File: src/rtl/instr_fetch_unit.sv
// Instruction fetch front end: owns the fetch PC, reads a 1-cycle-latency BRAM and
// buffers returned words in a 2-entry FIFO for decode. Optional macro: FETCH_ALIGN_CHECK_EN.
module instr_fetch_unit #(
    parameter logic [31:0] RESET_PC = 32'h0000_0000
) (
    input  logic        clka,
    input  logic        reset,
    input  logic        redirect_valid,
    input  logic [31:0] redirect_pc,
    output logic        imem_en,
    output logic [31:0] imem_addr,
    input  logic [31:0] imem_dout,
    output logic        instr_valid,
    input  logic        instr_ready,
    output logic [31:0] instr,
    output logic [31:0] instr_pc,
    output logic        fetch_misalign
);

    logic [31:0] fpc_q, fpc_d;
    logic [1:0]  count_q, count_d;
    logic        inflight_q;
    logic [31:0] inflight_pc_q;
    logic        rd_ptr_q, wr_ptr_q;
    logic [31:0] fifo_pc_q   [0:1];
    logic [31:0] fifo_word_q [0:1];

    logic        pop;
    logic        push;
    logic        issue;
    logic        halted;
    logic [2:0]  occupancy;

    assign instr_valid = (count_q != 2'd0);
    assign pop         = instr_valid & instr_ready;
    assign push        = inflight_q;

    // Words already buffered plus the one on its way back must leave room for a new request.
    assign occupancy = {1'b0, count_q} + {2'b00, inflight_q} - {2'b00, pop};
    assign issue     = !reset && !redirect_valid && !halted && (occupancy < 3'd2);

    assign imem_en   = issue;
    assign imem_addr = fpc_q;
    assign instr     = fifo_word_q[rd_ptr_q];
    assign instr_pc  = fifo_pc_q[rd_ptr_q];

`ifdef FETCH_ALIGN_CHECK_EN
    logic halted_q;
    logic misalign_q;
    logic redirect_ok;

    assign redirect_ok = (redirect_pc[1:0] == 2'b00);

    // A misaligned target parks the fetcher until an aligned redirect or reset.
    always_ff @(posedge clka) begin
        if (reset) begin
            halted_q   <= 1'b0;
            misalign_q <= 1'b0;
        end else if (redirect_valid) begin
            halted_q   <= !redirect_ok;
            misalign_q <= !redirect_ok;
        end
    end

    assign halted         = halted_q;
    assign fetch_misalign = misalign_q;
`else
    assign halted         = 1'b0;
    assign fetch_misalign = 1'b0;
`endif

    always_comb begin
        fpc_d = fpc_q;
        if (redirect_valid) begin
`ifdef FETCH_ALIGN_CHECK_EN
            fpc_d = redirect_ok ? redirect_pc : fpc_q;
`else
            fpc_d = redirect_pc & 32'hFFFF_FFFC;
`endif
        end else if (issue) begin
            fpc_d = fpc_q + 32'd4;
        end
    end

    always_comb begin
        count_d = count_q + {1'b0, push} - {1'b0, pop};
        if (redirect_valid) begin
            count_d = 2'd0;
        end
    end

    always_ff @(posedge clka) begin
        if (reset) begin
            fpc_q         <= RESET_PC;
            count_q       <= 2'd0;
            inflight_q    <= 1'b0;
            inflight_pc_q <= 32'd0;
            rd_ptr_q      <= 1'b0;
            wr_ptr_q      <= 1'b0;
            for (int i = 0; i < 2; i++) begin
                fifo_pc_q[i]   <= 32'd0;
                fifo_word_q[i] <= 32'd0;
            end
        end else begin
            fpc_q      <= fpc_d;
            count_q    <= count_d;
            inflight_q <= issue;
            if (issue) begin
                inflight_pc_q <= fpc_q;
            end
            // A redirect drops both the buffered words and the response arriving now.
            if (redirect_valid) begin
                rd_ptr_q <= 1'b0;
                wr_ptr_q <= 1'b0;
            end else begin
                if (push) begin
                    fifo_pc_q[wr_ptr_q]   <= inflight_pc_q;
                    fifo_word_q[wr_ptr_q] <= imem_dout;
                    wr_ptr_q              <= ~wr_ptr_q;
                end
                if (pop) begin
                    rd_ptr_q <= ~rd_ptr_q;
                end
            end
        end
    end

endmodule

File: config.mk
export PLATFORM = sky130hd
export DESIGN_NAME = instr_fetch_unit
export DESIGN_NICKNAME = d
export VERILOG_FILES = /design/src/rtl/instr_fetch_unit.sv
export SDC_FILE = /design/constraint.sdc
export NUM_CORES = 1
export LEC_CHECK = 0
export BUFFER_PORTS_ARGS = -buffer_cell sky130_fd_sc_hd__buf_4
export CORE_UTILIZATION = 25
export CTS_CLUSTER_DIAMETER = 60
export DETAILED_ROUTE_END_ITERATION = 10
export PLACE_DENSITY = 0.46
export SYNTH_ARGS = -nofsm -noshare
export SYNTH_HDL_FRONTEND = slang
export SYNTH_SLANG_ARGS = --single-unit
export TNS_END_PERCENT = 30
File: constraint.sdc
create_clock -name clka -period 9.7 [get_ports clka]
set_input_delay 1.94 -clock clka [delete_from_list [all_inputs] [get_ports clka]]
set_output_delay 1.94 -clock clka [all_outputs]
set_load 0.05 [all_outputs]
After elaboration in Yosys (flattened, before gate mapping)
Memory sizes are Yosys's and may differ from the RTL's. A register that Yosys moved wholly into a read port is not among the register bits.
Index checks and enable logic that the tools add are counted.
{ "word_totals": {"out_inout_bits": 99, "ram_bits": 128, "register_bits": 69, "inputBits": 68, "memories": 2} }
{ "classes": {"addsub": 5, "n_lt_le_gt_ge": 1, "reduce_logical": 9, "mux": 18, "n_bitwise": 3} }
{ "memory_table": {"columns": ["memory", "words", "width", "read_ports", "rd_clocked_by_memory_dff", "wr", "line_no", "rtl"], "rows": [
  ["fifo_pc_q", 2, 32, 1, 1, 2, "25", "logic [31:0] fifo_pc_q [0:1];"],
  ["fifo_word_q", 2, 32, 1, 1, 2, "26", "logic [31:0] fifo_word_q [0:1];"]
]} }
{ "op_table": {"columns": ["cell", "n"], "rows": [
  ["32-bit two-way mux", 4],
  ["32-bit OR reduction", 2],
  ["32-bit by 3-bit adder with 32-bit output (second input constant)", 1],
  ["1-bit two-way mux", 14],
  ["2-bit nonzero test", 2],
  ["2-bit by 1-bit adder with 3-bit output", 1],
  ["3-bit by 2-bit less-than comparator with 1-bit output (second input constant)", 1],
  ["3-bit by 1-bit subtractor with 3-bit output", 1],
  ["2-bit by 1-bit adder with 2-bit output", 1],
  ["1-bit logical AND", 2],
  ["1-bit logical NOT", 2],
  ["1-bit inverter", 2],
  ["2-bit OR reduction", 1],
  ["2-bit by 1-bit subtractor with 2-bit output", 1],
  ["1-bit bitwise AND", 1]
]} }

Longest topological paths before layout
Gate-level depths: netlist of run 1.
{ "logic_depth": {"word_depth": 7, "mapped_depth": 14} }

Least setup slack after synthesis of run 1
No wires, ideal clock.
{ "synth_timing": {"kind": "input to output", "from": "input port instr_ready", "to": "output port imem_en", "path_slack_ns": 3.811, "stages": 11, "t_required_ns": 7.760, "path_buffers": 3, "arrival_ns": 3.949, "cell_sequence": "and2_1 -> ha_1 -> inv_1 -> ha_1 -> fa_1 -> nor3_2 -> nand2b_1 -> buf_6 -> inv_6 -> buf_2 -> buf_2"} }
{ "synth_between": {"elab_chain_len": 4} }
{ "synth_lines": {"columns": ["item", "line_no", "rtl"], "rows": [
  ["start: declaration", "14", "input logic instr_ready,"],
  ["1-bit bitwise AND", "35", "assign pop = instr_valid & instr_ready;"],
  ["3-bit by 1-bit subtractor with 3-bit output", "39", "assign occupancy = {1'b0, count_q} + {2'b00, inflight_q} - {2'b00, pop};"],
  ["named net occupancy[1]", "32", "logic [2:0] occupancy;"],
  ["3-bit by 2-bit less-than comparator with 1-bit output", "40", "assign issue = !reset && !redirect_valid && !halted && (occupancy < 3'd2);"],
  ["1-bit logical AND", "40", null],
  ["end: declaration", "10", "output logic imem_en,"]
]} }
The timed path passes the listed nets, and every way through them passes these cells.

Worst setup path after layout of run 1
{ "layout_timing": {"from": "input port instr_ready", "to": "output port imem_en"} }
{ "layout_between": {"elab_chain_len": 4} }
{ "layout_lines": {"columns": ["item", "line_no", "rtl"], "rows": [
  ["1-bit bitwise AND", "35", null],
  ["named net pop", "28", "logic pop;"],
  ["3-bit by 1-bit subtractor with 3-bit output", "39", null],
  ["named net occupancy[1]", "32", null],
  ["3-bit by 2-bit less-than comparator with 1-bit output", "40", null],
  ["1-bit logical AND", "40", null]
]} }
The timed path passes the listed nets, and every way through them passes these cells.

==> impl_metrics.env, run 1 <==
export IMPL_yosys_area_top_type_share_pct=44.4
export IMPL_via_count=5726
export IMPL_diodes=0
export IMPL_async_flop_share_pct=0
export IMPL_worstPathRequired_ns=7.76
export IMPL_ys_top_cells_by_area="edfxtp_1, dfxtp_1, and2_1"
export IMPL_p_leak_nw=4.04
export IMPL_status="finished clean"
export IMPL_tightest_slew_ns=1.05
export IMPL_viasPerCell=4.37
export IMPL_hp_start="inflight_pc_q[21]$_SDFFE_PP0P_"
export IMPL_port_buffers=159
export IMPL_slowest_delay_ns=0.50
export IMPL_fillers=3360
export IMPL_cts_tree="done"
export IMPL_synth_common_cells="and2_1, edfxtp_1, nand2_1"
export IMPL_synth_edf_count=124
export IMPL_hpwl_mm=13.2
export IMPL_worstPathMaxFanout=45
export IMPL_crit_start="instr_ready"
export IMPL_overflow=0
export IMPL_fin_crit_sh_pct=62.1
export IMPL_hold_viol=0
export IMPL_cap_violations=0
export IMPL_finalSetupViolations=0
export IMPL_yosysSeqAreaShare_pct=60.1
export IMPL_drv_slew=0
export IMPL_gr_usage_all_layers_pct=13.3
export IMPL_relSlewSlack_pct=29.9
export IMPL_cts_repair_resize_count=0
export IMPL_wl_per_cell_um=17.2
export IMPL_critPathCaptureType="output pin"
export IMPL_powerDensity_nw_per_um2=180
export IMPL_drc=0
export IMPL_avgSynthCellArea_um2=11.7
export IMPL_cp_buffers_inverters=4
export IMPL_yosysTopAreaCell="edfxtp_1"
export IMPL_die_area_um2=34300
export IMPL_die_height_um=185
export IMPL_criticalPathCategory="in2out"
export IMPL_critPathLaunchType="primary input"
export IMPL_grt_first_pass_wirelength_mm=33.7
export IMPL_max_vdd_ir_drop_v=0.000114
export IMPL_clk_path_buf_depth=2
export IMPL_holdWs_ns=0.460
export IMPL_io_pins=167
export IMPL_htree_levels=4
export IMPL_synth_most_common_cell="and2_1"
export IMPL_ys_warn_count=0
export IMPL_hold_path_class="reg2reg"
export IMPL_cp_arrival_ns=4.09
export IMPL_cts_inserted_buffers=17
export IMPL_grt_max_degree=67
export IMPL_tns_ns=0
export IMPL_r2r_start="count_q[1]$_SDFF_PN0_"
export IMPL_cts_root_buf="clkbuf_16"
export IMPL_grt_pass1_vias=5571
export IMPL_syn_cell_area_um2=8390
export IMPL_nets=927
export IMPL_synth_cell_types=47
export IMPL_clock_latency_ns=0.45
export IMPL_synth_ff_type="edfxtp_1"
export IMPL_drive_gt1_share_pct=31.6
export IMPL_wirelength_mm=22.5
export IMPL_critPathTopFamily="adder cells"
export IMPL_clock_fmax_mhz=166
export IMPL_placeableCoreArea_um2=32800
export IMPL_row_count=66
export IMPL_post_cts_setup_buffers=0
export IMPL_cp_slowest_cell="fa_1"
export IMPL_rsz0062_at_grt="false"
export IMPL_finClkSkew_ns=0.0260
export IMPL_initial_utilization_pct=25.6
export IMPL_antenna_found_initial=0
export IMPL_dr_pass1_iters=4
export IMPL_ys_ff_latch=190
export IMPL_syn_to_final_growth_pct=26.0
export IMPL_place_gp_congestion=0.728
export IMPL_finalCriticalPeriod_ns=6.03
export IMPL_synth_cells=720
export IMPL_clk_pin_slew_ns=0.07
export IMPL_drtAntennaViolNets=0
export IMPL_dieWidth_um=185
export IMPL_cts_sinks=190
export IMPL_cts_hold_buf=0
export IMPL_drt_initial_drc_count=238
export IMPL_crit_chain="buf_4 > and2_1 > ha_1 > inv_1 > ha_1 > fa_1 > nor3_2 > nand2b_2 > inv_6 > buf_4"
[per-stage QoR]
| step | utilization (%) | worst slack [ns] | area [um2] | total power (W) | cells |
|---|---|---|---|---|---|
| 4_1_cts | 32.2 | 3.66 | 10600 | 0.00193 | 1310 |
| 5_1_grt | 32.2 | 3.56 | 10600 | 0.00198 | 1310 |
| 6_report | 32.2 | 3.67 | 10600 | 0.00190 | 1310 |
| 2_1_floorplan | - | 3.81 | 8400 | 0.00110 | 724 |
| 3_3_place_gp | 30.4 | 3.67 | 9960 | 0.00120 | 1278 |
| 3_5_place_dp | 30.4 | 3.66 | 9960 | 0.00120 | 1278 |
[final timing paths]
path / to / slack, ns / cells past startpoint
max: imem_en / 3.67 / 10
min: inflight_pc_q[21]$_SDFFE_PP0P_ / 0.46 / 2
min reg2reg: inflight_pc_q[21]$_SDFFE_PP0P_ / 0.46 / 2
max reg2reg: imem_addr[15]$_SDFFE_PP0P_ / 6.23 / 12
[worst register-to-register path, stage by stage, from the launching register on]
cell,delay (ns)
dfxtp_1,0.34
or2_2,0.31
and2_1,0.19
ha_1,0.27
inv_1,0.04
ha_1,0.18
fa_1,0.37
xnor2_1,0.29
nand2b_2,0.23
inv_6,0.14
nor2_1,0.65
o21ai_0,0.20
a31oi_1,0.19
[area by class of cell]
cell class / count / area (um2) / area share (%)
Tap cell: 442 / 553 / 5.23
Clock buffer: 18 / 450 / 4.26
Inverter: 10 / 42.5 / 0.402
Timing Repair Buffer: 163 / 1220 / 11.6
Sequential cell: 190 / 5050 / 47.8
Clock inverter: 14 / 155 / 1.47
Multi-Input combinational cell: 473 / 3100 / 29.3
[logic make-up (layout without fill, tap and decap cells)]
logic type                 Yosys count  in the layout  share of synthesized area, %
muxes                               65             65                          8.73
AOI/OAI and AO/OA                   97             97                          6.98
xor gates and xnor gates            11             11                          1.15
adders and majority gates            4              4                         0.686
buffers and inverters               61            205                          3.30
and+or+nand+nor                    291            291                          19.0
DFF                                190            190                          60.1
other                                1              5                        0.0447
[power by group]
| group | switching [W] | leakage [nW] | internal [W] |
|---|---|---|---|
| clock network | 0.000358 | 0.300 | 0.000364 |
| registers | 0.0000281 | 1.83 | 0.000896 |
| logic | 0.000171 | 1.91 | 0.0000803 |
[registers in the layout, indices dropped and copies added, names as in the netlist, named ones only]
register       count
fifo_pc_q         60
inflight_q         1
fifo_word_q       64
inflight_pc_q     30
count_q            2
wr_ptr_q           1
rd_ptr_q           1
imem_addr         30
[layer usage]
layer | vias up | GRT usage (%) | routed length (um)
li1 | 2822 | - | -
met1 | 2754 | 18.2 | 10900
met2 | 141 | 21.4 | 10600
met3 | 9 | 2.71 | 949
met4 | 0 | 3.37 | 172
met5 | - | 0 | 0
[cells in the final DEF (no fill, tap or decap), types with 2 or more instances in the layout]
cell type / Yosys / layout
buf_4: 7 / 163
and2_1: 137 / 137
edfxtp_1: 124 / 124
nand2_1: 84 / 84
mux2_2: 65 / 65
dfxtp_1: 66 / 65
a21oi_1: 45 / 45
nand3_1: 18 / 18
clkbuf_16: 0 / 18
a31oi_1: 13 / 13
nand4_1: 12 / 12
nor2_1: 11 / 11
inv_1: 9 / 9
o21ai_0: 9 / 9
o22ai_1: 8 / 8
xor2_1: 7 / 7
inv_6: 1 / 6
a32oi_1: 6 / 6
nor3_1: 5 / 5
a22oi_1: 5 / 5
conb_1: 1 / 5
inv_8: 0 / 5
xnor2_1: 4 / 4
o311ai_0: 4 / 4
or3_1: 3 / 3
and3_1: 4 / 3
ha_1: 3 / 3
clkinv_8: 0 / 3
or2_4: 0 / 2
and4_1: 2 / 2
or4_1: 2 / 2
o211ai_1: 2 / 2
o31a_1: 2 / 2
No activity file was read; power rests on OpenSTA's default activity.
==> inputs of run 2 (changes only) <==
PLACE_DENSITY = 0.47   (was 0.46)
clock period = 5 ns   (was 9.7 ns; I/O delays follow)
==> impl_metrics.env, run 2 (same netlist as run 1, synthesis figures left out) <==
export IMPL_status="finished clean"
export IMPL_critPathLaunchType="register"
export IMPL_port_buffers=159
export IMPL_largest_reg_flops=64
export IMPL_final_cell_mix="buf_4, and2_1, edfxtp_1"
export IMPL_overflow=0
export IMPL_rsz0062_at_grt="false"
export IMPL_worstPathMaxFanout=45
export IMPL_grt_pass1_vias=5620
export IMPL_crit_top_cell="ha_1"
export IMPL_dieWidth_um=185
export IMPL_worstPathRequired_ns=4.00
export IMPL_placeableCoreArea_um2=32800
export IMPL_cts_root_buf="clkbuf_16"
export IMPL_finalCriticalPeriod_ns=4.14
export IMPL_highest_layer="met4"
export IMPL_rr_worst_depth=12
export IMPL_place_gp_congestion=0.726
export IMPL_cts_hold_buf=0
export IMPL_final_common_cell="buf_4"
export IMPL_grt_max_degree=67
export IMPL_finClkSkew_ns=0.0190
export IMPL_initial_utilization_pct=25.6
export IMPL_tightest_slew_ns=1.09
export IMPL_r2r_start="count_q[1]$_SDFF_PN0_"
export IMPL_tns_ns=0
export IMPL_diodes=0
export IMPL_cts_sinks=190
export IMPL_htree_levels=4
export IMPL_hold_path_class="reg2reg"
export IMPL_powerDensity_nw_per_um2=348
export IMPL_r2r_end="imem_addr[17]$_SDFFE_PP0P_"
export IMPL_wl_per_cell_um=17.2
export IMPL_crit_chain="or2_2 > and2_1 > ha_1 > inv_1 > ha_1 > fa_1 > xnor2_1 > nand2b_2 > inv_6 > buf_4"
export IMPL_crit_start="count_q[1]$_SDFF_PN0_"
export IMPL_hold_viol=0
export IMPL_gr_usage_all_layers_pct=13.4
export IMPL_fin_cells=1311
export IMPL_dr_wl_met3_um=943
export IMPL_nets=928
export IMPL_met1_length_mm=11.1
export IMPL_worstSetupEndpoint="imem_en"
export IMPL_drc=0
export IMPL_dp_cells=1279
export IMPL_clock_latency_ns=0.44
export IMPL_drtAntennaViolNets=0
export IMPL_cts_repair_resize_count=0
export IMPL_criticalPathCategory="reg2out"
export IMPL_clk_pin_slew_ns=0.08
export IMPL_syn_to_final_growth_pct=26.0
export IMPL_dr_pass1_iters=4
export IMPL_slowest_delay_ns=0.37
export IMPL_io_pins=167
export IMPL_top_regs="fifo_word_q: 64 flops, fifo_pc_q: 60 flops"
export IMPL_post_cts_setup_buffers=0
export IMPL_drv_slew=0
export IMPL_wl_met2_mm=10.3
export IMPL_relSlewSlack_pct=27.2
export IMPL_max_vdd_ir_drop_v=0.000221
export IMPL_clock_fmax_mhz=241
export IMPL_critPathCaptureType="output pin"
export IMPL_die_height_um=185
export IMPL_hpwl_mm=13.3
export IMPL_wirelength_mm=22.5
export IMPL_viasPerCell=4.40
export IMPL_grt_first_pass_wirelength_mm=33.9
export IMPL_row_count=66
export IMPL_p_leak_nw=4.04
export IMPL_cts_inserted_buffers=17
export IMPL_fillers=3390
export IMPL_fin_crit_sh_pct=82.9
export IMPL_top_register="fifo_word_q"
export IMPL_cp_slowest_cell="fa_1"
export IMPL_cp_arrival_ns=3.14
export IMPL_clk_path_buf_depth=2
export IMPL_drive_gt1_share_pct=31.4
export IMPL_cts_tree="done"
export IMPL_antenna_found_initial=0
export IMPL_drt_initial_drc_count=316
export IMPL_via_count=5768
export IMPL_die_area_um2=34300
export IMPL_cap_violations=0
export IMPL_r2r_slack_ns=1.49
export IMPL_finalSetupViolations=0
## run 2: cell count changes in the layout (fill, tap and decap cells not counted), sizes merged
cell,change
buf,+1
bufinv,+1
clkbuf,+5
clkinv,+1
inv,-7
## run 2: worst max-delay path, delay by kind of cell (launching register included)
family | cells | cell delay, ns
xor+xnor | 1 | 0.18
fa+ha+maj | 3 | 0.83
buf+inv | 3 | 0.61
flops | 1 | 0.34
simple gates | 3 | 0.73
## run 2: worst min-delay path by stage
stage	start	endpoint	slack, ns	depth (start not counted)
after floorplan	inflight_pc_q[10]$_SDFFE_PP0P_	inflight_pc_q[10]$_SDFFE_PP0P_	0.44	2
after global placement	inflight_pc_q[27]$_SDFFE_PP0P_	inflight_pc_q[27]$_SDFFE_PP0P_	0.45	2
after detailed placement	inflight_pc_q[2]$_SDFFE_PP0P_	inflight_pc_q[2]$_SDFFE_PP0P_	0.45	2
after CTS	inflight_pc_q[2]$_SDFFE_PP0P_	inflight_pc_q[2]$_SDFFE_PP0P_	0.46	2
after global routing	inflight_pc_q[14]$_SDFFE_PP0P_	inflight_pc_q[14]$_SDFFE_PP0P_	0.49	2
final	inflight_pc_q[21]$_SDFFE_PP0P_	inflight_pc_q[21]$_SDFFE_PP0P_	0.46	2
## run 2: cell type report
type | instances | area (um2) | share of cell area (%)
inverter | 10 | 42.5 | 0.402
sequential | 190 | 5050 | 47.8
timing repair buffer | 164 | 1230 | 11.6
tap | 442 | 553 | 5.23
multi-input combinational | 473 | 3100 | 29.3
clock buffer | 23 | 499 | 4.72
clock inverter | 9 | 100 | 0.947
## run 2: through the flow
stage | setup slack (ns) | hold slack [ns] | total power (W) | utilization (%) | instance area, um2
2_1_floorplan | 0.991 | 0.440 | 0.00214 | - | 8400
3_3_place_gp | 0.858 | 0.447 | 0.00232 | 30.4 | 9970
3_5_place_dp | 0.855 | 0.453 | 0.00233 | 30.4 | 9970
4_1_cts | 0.808 | 0.465 | 0.00374 | 32.2 | 10600
5_1_grt | 0.676 | 0.485 | 0.00383 | 32.2 | 10600
6_report | 0.856 | 0.463 | 0.00368 | 32.2 | 10600
## run 2: metal layers
layer / GRT usage [%] / vias to the layer above
met5: 0 / -
met4: 3.93 / 0
met3: 2.99 / 9
met2: 20.9 / 165
met1: 18.5 / 2785
li1: - / 2809
## run 2: report_power, final
part	leakage (nW)	internal, W	switching [W]
clock	0.294	0.000769	0.000625
sequential	1.83	0.00174	0.0000544
combinational	1.92	0.000156	0.000333
total	4.04	0.00266	0.00101
==> inputs of run 3 (changes only) <==
clock period = 3.46 ns   (was 5 ns; I/O delays follow)
==> impl_metrics.env, run 3 (same netlist as run 1, synthesis figures left out) <==
export IMPL_p_total_w=0.00528
export IMPL_viasPerCell=4.40
export IMPL_holdWs_ns=0.465
export IMPL_rsz0062_at_grt="false"
export IMPL_cts_sinks=190
export IMPL_place_gp_congestion=0.768
export IMPL_hpwl_mm=14.2
export IMPL_port_buffers=159
export IMPL_drc=0
export IMPL_syn_to_final_growth_pct=28.3
export IMPL_via_count=5838
export IMPL_finalCriticalPeriod_ns=3.33
export IMPL_relSlewSlack_pct=50.1
export IMPL_diodes=0
export IMPL_status="finished clean"
export IMPL_dieWidth_um=185
export IMPL_top_register="fifo_word_q"
export IMPL_fillers=3334
export IMPL_io_pins=167
export IMPL_fin_crit_sh_pct=96.1
export IMPL_finalSetupViolations=0
export IMPL_drv_slew=0
export IMPL_multi_input_area_um2=3120
export IMPL_drive_gt1_share_pct=33.3
export IMPL_clock_fmax_mhz=301
export IMPL_clk_path_buf_depth=2
export IMPL_initial_utilization_pct=25.6
export IMPL_criticalPathCategory="reg2out"
export IMPL_powerDensity_nw_per_um2=490
export IMPL_die_area_um2=34300
export IMPL_hold_path_class="reg2reg"
export IMPL_worstPathMaxFanout=3
export IMPL_worstPathRequired_ns=2.77
export IMPL_dr_pass1_iters=4
export IMPL_grt_first_pass_wirelength_mm=33.9
export IMPL_critPathCaptureType="output pin"
export IMPL_tightest_slew_ns=0.742
export IMPL_nets=944
export IMPL_grt_pass1_vias=5615
export IMPL_clk_pin_slew_ns=0.08
export IMPL_register_area_um2=5050
export IMPL_row_count=66
export IMPL_p_leak_nw=4.15
export IMPL_htree_levels=4
export IMPL_gr_usage_all_layers_pct=13.5
export IMPL_clock_latency_ns=0.44
export IMPL_drtAntennaViolNets=0
export IMPL_cap_violations=0
export IMPL_final_cell_mix="buf_4, and2_1, edfxtp_1"
export IMPL_critPathLaunchType="register"
export IMPL_hold_viol=0
export IMPL_cts_inserted_buffers=17
export IMPL_overflow=0
export IMPL_grt_max_degree=63
export IMPL_top_regs="fifo_word_q: 64 flops, fifo_pc_q: 60 flops"
export IMPL_drt_initial_drc_count=353
export IMPL_final_common_cell="buf_4"
export IMPL_largest_reg_flops=64
export IMPL_die_height_um=185
export IMPL_cts_root_buf="clkbuf_16"
export IMPL_placeableCoreArea_um2=32800
export IMPL_antenna_found_initial=0
export IMPL_cp_arrival_ns=2.63
export IMPL_cts_tree="done"
export IMPL_max_vdd_ir_drop_v=0.000331
export IMPL_wirelength_mm=22.8
export IMPL_wl_per_cell_um=17.1
export IMPL_finClkSkew_ns=0.0186
-- run 3: changes by cell type in the layout (fill, tap and decap cells not counted), moves of 2 or more --
cell and change:
buf_4 +11, inv_8 +3, buf_12 +5, inv_4 +2, clkbuf_1 -2
-- run 3: what timing repair did --
action                                  in CTS  in global routing
resized for setup                            9                  1
endpoints found under the setup margin       1                  2
setup buffers                                3                  2
hold buffers                                 0                  0
pin swaps                                    3                  2
-- run 3: metrics by stage --
stage	util (%)	setup slack [ns]	area, um2	TNS [ns]	instances
2_1_floorplan	-	0.0318	8410	0	724
3_3_place_gp	30.8	0.0423	10100	0	1290
3_5_place_dp	30.8	-0.00814	10100	-0.00814	1290
4_1_cts	32.8	0.0244	10700	0	1325
5_1_grt	32.8	0.0181	10800	0	1327
6_report	32.8	0.133	10800	0	1327
-- run 3: area by class of cell --
type,instances,area share [%]
clock inverters,13,1.15
well taps,442,5.14
inverters,10,0.395
clock buffers,19,4.21
repair buffers,180,13.1
flip-flops and latches,190,46.9
multi-input cells,473,29.0
-- run 3: where the power goes --
part           leakage [nW]  internal [W]  switching, W  total, W
Sequential             1.83       0.00251     0.0000739   0.00258
Combinational          2.03      0.000254      0.000493  0.000748
Clock                 0.288      0.000994      0.000949   0.00194
-- run 3: worst max-delay path, stage by stage, from the launching register on --
cell	delay [ns]
dfxtp_2	0.34
or2_4	0.25
and2_4	0.16
ha_1	0.26
inv_1	0.04
ha_1	0.19
fa_2	0.48
nor3_4	0.19
nand2b_4	0.09
inv_6	0.06
buf_12	0.13
-- run 3: final timing paths --
check / start / slack (ns) / cells past startpoint / to
max: count_q[1]$_SDFF_PN0_ / 0.13 / 10 / imem_en
min: inflight_pc_q[26]$_SDFFE_PP0P_ / 0.46 / 2 / inflight_pc_q[26]$_SDFFE_PP0P_
min reg2reg: inflight_pc_q[26]$_SDFFE_PP0P_ / 0.46 / 2 / inflight_pc_q[26]$_SDFFE_PP0P_
max reg2reg: count_q[1]$_SDFF_PN0_ / 0.23 / 13 / imem_addr[17]$_SDFFE_PP0P_
-- run 3: metal layers --
layer / GRT usage, % / share of wire (%) / vias up
met5: 0 / 0 / -
met4: 5.12 / 1.8 / 0
met3: 2.93 / 4.6 / 16
met2: 21.2 / 46 / 150
met1: 18.0 / 47 / 2819
li1: - / - / 2853
